--- src/rtl/arbiter_types.sv ---
// Shared types for the I/D cacheline arbiter: FSM states, grant side,
// memory operation encoding and line-offset helpers.
package arbiter_types;

   typedef enum logic [2:0] {
      IDLE,
      SERVE_I,
      SERVE_D,
      DONE_I,
      DONE_D
   } arb_state_t;

   typedef enum logic {
      GRANT_I,
      GRANT_D
   } grant_t;

   // Number of byte-offset bits inside one cacheline of the given width.
   function automatic int offset_bits(input int line_width);
      return $clog2(line_width / 8);
   endfunction

   localparam int LINE_WIDTH_DEFAULT = 256;
   localparam int ADDR_WIDTH_DEFAULT = 32;
   localparam int OFFSET_BITS        = offset_bits(LINE_WIDTH_DEFAULT);

endpackage

--- src/rtl/cacheline_arbiter.sv ---
// Shares one physical-memory cacheline port between the I-cache and the
// D-cache miss ports. One transaction at a time; ties alternate sides.
module cacheline_arbiter
   import arbiter_types::*;
#(
   parameter int LINE_WIDTH = LINE_WIDTH_DEFAULT,
   parameter int ADDR_WIDTH = ADDR_WIDTH_DEFAULT
) (
   input  logic                  clk,
   input  logic                  rst,
   // I-cache side
   input  logic                  i_pmem_read,
   input  logic [ADDR_WIDTH-1:0] i_pmem_address,
   output logic [LINE_WIDTH-1:0] i_pmem_rdata,
   output logic                  i_pmem_resp,
   // D-cache side
   input  logic                  d_pmem_read,
   input  logic                  d_pmem_write,
   input  logic [ADDR_WIDTH-1:0] d_pmem_address,
   input  logic [LINE_WIDTH-1:0] d_pmem_wdata,
   output logic [LINE_WIDTH-1:0] d_pmem_rdata,
   output logic                  d_pmem_resp,
   // memory side
   output logic                  mem_read,
   output logic                  mem_write,
   output logic [ADDR_WIDTH-1:0] mem_address,
   output logic [LINE_WIDTH-1:0] mem_wdata,
   input  logic [LINE_WIDTH-1:0] mem_rdata,
   input  logic                  mem_resp
);

   localparam int LINE_OFFSET = offset_bits(LINE_WIDTH);

   // Request captured at grant; requester inputs are ignored afterwards.
   typedef struct packed {
      logic                  wr;
      logic [ADDR_WIDTH-1:0] addr;
      logic [LINE_WIDTH-1:0] wdata;
   } req_t;

   arb_state_t            state, state_next;
   grant_t                last_grant;
   req_t                  req_q;
   logic [LINE_WIDTH-1:0] line_buf;
   logic                  i_req, d_req;

   assign i_req = i_pmem_read;
   assign d_req = d_pmem_read | d_pmem_write;

   // Address/data come straight from the request latch, so they are
   // registered and stay stable for the whole memory command.
   assign mem_address  = req_q.addr;
   assign mem_wdata    = req_q.wdata;
   assign i_pmem_rdata = line_buf;
   assign d_pmem_rdata = line_buf;

   // Next state: grant in IDLE (ties go opposite last_grant), wait for memory, one DONE cycle.
   always_comb begin
      state_next = state;
      case (state)
         IDLE: begin
            if (i_req && d_req)
               state_next = (last_grant == GRANT_I) ? SERVE_D : SERVE_I;
            else if (d_req)
               state_next = SERVE_D;
            else if (i_req)
               state_next = SERVE_I;
         end
         SERVE_I: if (mem_resp) state_next = DONE_I;
         SERVE_D: if (mem_resp) state_next = DONE_D;
         DONE_I,
         DONE_D:  state_next = IDLE;
         default: state_next = IDLE;
      endcase
   end

   // State, request latch, memory commands and response pulses.
   always_ff @(posedge clk) begin
      if (rst) begin
         state       <= IDLE;
         last_grant  <= GRANT_I;
         req_q       <= '0;
         line_buf    <= '0;
         mem_read    <= 1'b0;
         mem_write   <= 1'b0;
         i_pmem_resp <= 1'b0;
         d_pmem_resp <= 1'b0;
      end else begin
         state       <= state_next;
         i_pmem_resp <= 1'b0;
         d_pmem_resp <= 1'b0;
         case (state)
            IDLE: begin
               if (state_next == SERVE_I) begin
                  last_grant <= GRANT_I;
                  req_q.wr   <= 1'b0;
                  req_q.addr <= i_pmem_address;
                  mem_read   <= 1'b1;
               end else if (state_next == SERVE_D) begin
                  // write wins if a D request (illegally) raises both
                  last_grant  <= GRANT_D;
                  req_q.wr    <= d_pmem_write;
                  req_q.addr  <= d_pmem_address;
                  req_q.wdata <= d_pmem_wdata;
                  mem_read    <= ~d_pmem_write;
                  mem_write   <= d_pmem_write;
               end
            end
            SERVE_I,
            SERVE_D: begin
               if (mem_resp) begin
                  mem_read  <= 1'b0;
                  mem_write <= 1'b0;
                  if (!req_q.wr)
                     line_buf <= mem_rdata;
                  if (state == SERVE_I)
                     i_pmem_resp <= 1'b1;
                  else
                     d_pmem_resp <= 1'b1;
               end
            end
            default: ;
         endcase
      end
   end

   // A D request may not read and write at the same time.
   a_d_rw_exclusive: assert property (@(posedge clk) disable iff (rst)
      !(d_pmem_read && d_pmem_write));

   // Line addresses arrive aligned to a cacheline.
   a_i_aligned: assert property (@(posedge clk) disable iff (rst)
      i_pmem_read |-> (i_pmem_address[LINE_OFFSET-1:0] == '0));
   a_d_aligned: assert property (@(posedge clk) disable iff (rst)
      d_req |-> (d_pmem_address[LINE_OFFSET-1:0] == '0));

endmodule
--- config.mk ---
export PLATFORM = sky130hd
export DESIGN_NAME = cacheline_arbiter
export DESIGN_NICKNAME = d
export VERILOG_FILES = /design/src/rtl/arbiter_types.sv /design/src/rtl/cacheline_arbiter.sv
export SDC_FILE = /design/constraint.sdc
export NUM_CORES = 1
export LEC_CHECK = 0
export CORE_AREA = 2 2 542 544
export CTS_CLUSTER_SIZE = 30
export DETAILED_ROUTE_END_ITERATION = 16
export DIE_AREA = 0 0 544 546
export GPL_TIMING_DRIVEN = 1
export SLEW_MARGIN = 15
export SYNTH_ARGS = -nofsm -noshare
export SYNTH_HDL_FRONTEND = slang
export SYNTH_SLANG_ARGS = --single-unit
--- constraint.sdc ---
create_clock -name clk -period 2.5 [get_ports clk]
set_input_delay 0.375 -clock clk [delete_from_list [all_inputs] [get_ports clk]]
set_output_delay 0.375 -clock clk [all_outputs]
set_load 0.01 [all_outputs]
==> impl_metrics.csv <==
group,metric,value,unit
outcome,status,"finished clean",
floorplan,core-area,0.292,mm2
place,place_ws,90.7,ps
route,dr.pass1.iters,7,
timing,setup_viol,0,
worst_setup_path,reg2reg_from,"state[0]$_SDFF_PP0_",
worst_setup_path,critPathMaxStageDelay,780,ps
layout,synthToLayoutAreaGrowth,65.4,%
pwr,vdd_drop_max,0.501,mV
worst_setup_path,slowest_stage,"clkdlybuf4s50_1",
layout,seq_area,0.0111,mm2
yosys,synth_area_leaders,"dfxtp_1, buf_4, mux2i_1",
pwr,switchingPower,11.0,mW
grt,grt_max_degree,153,
layout,instances_no_fill,7886,
timing,skew,99.8,ps
timing,period_minus_slack,2440,ps
worst_setup_path,worstPathRequired,2120,ps
timing,setup_ws,64.0,ps
floorplan,std_cell_rows,199,
layout,drive_gt1_frac,0.0732,
timing,fin_crit_sh,0.974,
floorplan,die_y,546,um
clock_network,clk_latency,800,ps
yosys,yosys.area.top_type,"dfxtp_1",
clock_network,ctsHtreeMaxLevel,3,
route,route.met2.wl,90400,um
worst_setup_path,crit_chain,"clkdlybuf4s50_1",
place,place_hpwl,202000,um
layout,multi_input_area,0.0101,mm2
route,wl,232000,um
route,drt_iter0_drc,2243,
clock_network,clockBufferDepth,4,
clock_network,numCtsBuffers,77,
grt,overflow,0,
route,highest_layer,"met5",
yosys,avgSynthCellArea,8.54,um2
timing,tightest_slew,882,ps
pwr,clkPwrFrac,0.362,
min_path,min_to,"mem_wdata[15]$_SDFFE_PP0P_",
place,finalWeightedCongestion,1.01,
min_path,min_from,"rst",
floorplan,chipWidth,544,um
timing,tns,0,ps
worst_setup_path,r2r_cells,3,
place,place_inst,7719,
clock_network,clkSinkCount,553,
run,cap_violations,0,
floorplan,fp.dieArea,0.297,mm2
min_path,hp-class,"primary input to register",
place,port_buffers,1385,
layout,fin_nets,4461,
worst_setup_path,timing.rr.end,"mem_address[1]$_SDFFE_PP0P_",
clock_network,tritoncts,"yes",
pwr,p_leak,15.1,nW
route,wl_met1,91100,um
timing,finalMaxSlewViolations,0,
worst_setup_path,reg2reg_setup_slack,390,ps
worst_setup_path,crit_buf_inv,1,
min_path,holdPathStages,3,
grt,grt_usage,0.149,
floorplan,start_util,0.0908,
route,vias,25700,
timing,holdWs,85.7,ps
layout,n_fill_cell,33100,
yosys,synthCells,3106,
yosys,syn_nets,3688,
grt,antenna_found_initial,134,
yosys,synth_sequential_area_ratio,0.417,
pwr,power,31.5,mW
yosys,synth_cell_type_count,39,
pwr,swShare,0.348,
timing,hold_viol,0,
worst_setup_path,critPathKind,"register to output pin",
pwr,power_density,717,mW/mm2
timing,fmax,411,MHz
route,drtAntennaViolNets,0,
clock_network,cts.hold.buffers_added,0,
route,drc,0,
worst_setup_path,cp_max_fo,3,
worst_setup_path,cp-start-kind,"register",
worst_setup_path,cp.depth,1,
worst_setup_path,crit_family,"buffers and inverters",
yosys,netlist.area_leader.share,0.417,
timing,slew_headroom,0.412,
clock_network,root_buffer,"clkbuf_16",
pwr,p_seq_frac,0.335,
yosys,syn-cell-area,0.0265,mm2
route,wl_met3,40700,um
route,vias_per_cell,3.26,
worst_setup_path,critPathArrivalTime,2060,ps
route,wire_per_inst,29.4,um
floorplan,pin_count,1386,
worst_setup_path,crit_path_end_kind,"output pin",
clock_network,path_clk_slew,60,ps
pwr,pwr-share-comb,0.303,
timing,grt_setup_unrepaired,"false",
grt,grt_pass1_vias,24500,
grt,grt_pass1_wl,284000,um
pwr,p_int,20.5,mW
yosys,yosys_register_bits,553,
yosys,ys_warn_count,0,
[stage by stage]
step                      utilization  area (um2)
after floorplan                     -       26500
after global placement          0.141       41300
after detailed placement        0.141       41300
after CTS                       0.150       43800
after global routing            0.150       43800
final                           0.150       43900
[state kept, by name, summed over array words and instances (netlist names)]
signal and count:
d_pmem_rdata 256, mem_wdata 256, mem_address 32, state 3, d_pmem_resp 1, i_pmem_resp 1, last_grant 1, mem_read 1
mem_write 1, req_q 1
[worst max-delay path by stage]
stage / to / slack (ps) / startpoint
floorplan: mem_wdata[109]$_SDFFE_PP0P_ / 920 / state[0]$_SDFF_PP0_
global placement: mem_address[1]$_SDFFE_PP0P_ / 120 / i_pmem_read
detailed placement: mem_address[2]$_SDFFE_PP0P_ / 90 / d_pmem_write
CTS: mem_wdata[22] / 0.5 / mem_wdata[22]$_SDFFE_PP0P_
global route: mem_wdata[111] / 2 / mem_wdata[111]$_SDFFE_PP0P_
finish: i_pmem_rdata[182] / 60 / d_pmem_rdata[182]$_SDFFE_PP0P_
[cell type report]
class / count / area share
repair buffers: 1512 / 0.346
clock buffers: 104 / 0.0494
multi-input cells: 1733 / 0.231
diodes: 35 / 0.00200
clock inverters: 28 / 0.00747
well taps: 3919 / 0.112
flip-flops and latches: 553 / 0.252
inverters: 2 / 0.000342
[cell usage in the layout, fill, tap and decap left out, types with 3 or more instances in the layout]
cell type / netlist / layout
clkbuf_1: 165 / 13
clkinvlp_4: 0 / 4
mux2i_1: 288 / 288
a2111oi_1: 29 / 29
nand3_1: 256 / 256
buf_4: 573 / 118
clkbuf_8: 0 / 14
dfxtp_2: 0 / 4
a21oi_1: 261 / 261
dfxtp_1: 553 / 549
nor4_1: 33 / 33
nor4b_1: 3 / 3
o21ai_1: 88 / 88
nand2_1: 513 / 513
bufinv_16: 0 / 5
clkinv_2: 0 / 9
diode_2: 0 / 35
nand2b_1: 3 / 3
or3b_1: 32 / 32
dlygate4sd2_1: 0 / 44
clkdlybuf4s50_1: 0 / 1302
o21ai_0: 170 / 170
inv_6: 0 / 6
dlymetal6s2s_1: 0 / 12
o221a_1: 32 / 32
clkbuf_16: 0 / 77
buf_12: 0 / 35
a2111oi_0: 4 / 4
[power by group through the flow]
stage	logic [mW]	clock network (mW)	registers, mW
5_1_grt	10.3	12.1	10.6
6_report	9.54	11.4	10.5
3_3_place_gp	9.75	0	10.7
3_5_place_dp	9.72	0	10.7
2_1_floorplan	4.55	0	10.5
4_1_cts	9.71	11.9	10.5
[tightest hold or removal path: stages]
cell	delay, ps
buf_8	130
buf_12	170
a21oi_1	140
[cell usage after synthesis]
| cell type | instances |
|---|---|
| nor3_2 | 1 |
| a21oi_1 | 261 |
| inv_1 | 1 |
| and2_1 | 1 |
| nor4b_1 | 3 |
| o221ai_1 | 2 |
| or2_2 | 1 |
| nor3_4 | 1 |
| a311o_1 | 1 |
| o21ai_1 | 88 |
| buf_1 | 4 |
| nand2b_1 | 3 |
| o21bai_1 | 2 |
| nor2_1 | 2 |
| clkbuf_1 | 165 |
| nand4_1 | 1 |
| o2bb2ai_2 | 1 |
| mux2i_1 | 288 |
| buf_2 | 68 |
| dfxtp_1 | 553 |
| nor2_4 | 1 |
| nand3_1 | 256 |
| nor4_1 | 33 |
| or3_1 | 1 |
| or3b_1 | 32 |
| o21ai_0 | 170 |
| clkinv_1 | 1 |
| buf_6 | 8 |
| nor4b_2 | 1 |
| o221a_1 | 32 |
| nor3_1 | 1 |
| a2111oi_1 | 29 |
| a2111oi_0 | 4 |
| nor2b_1 | 1 |
| a2bb2oi_1 | 1 |
| xnor2_1 | 1 |
| nand3b_1 | 1 |
| nand2_1 | 513 |
| buf_4 | 573 |
[per-layer routing]
| metal | up-vias | GRT usage |
|---|---|---|
| met4 | 58 | 0.0498 |
| met1 | 12100 | 0.171 |
| li1 | 11700 | - |
| met3 | 388 | 0.116 |
| met5 | - | 0 |
| met2 | 1500 | 0.208 |
[timing repair]
| item | in CTS | in global routing |
|---|---|---|
| gates resized for setup | 45 | 12 |
| buffers inserted | 0 | 0 |
| setup endpoints to repair | 46 | 12 |
[cells by family after synthesis]
kind of cell,count (synthesis),synth area share
flip-flops,553,0.417
AND/OR/NAND/NOR,853,0.145
multiplexers,288,0.109
XOR/XNOR,1,0.000330
buffers and inverters,820,0.203
AO/OA/AOI/OAI,591,0.126
No activity file was read; power rests on OpenSTA's default activity.
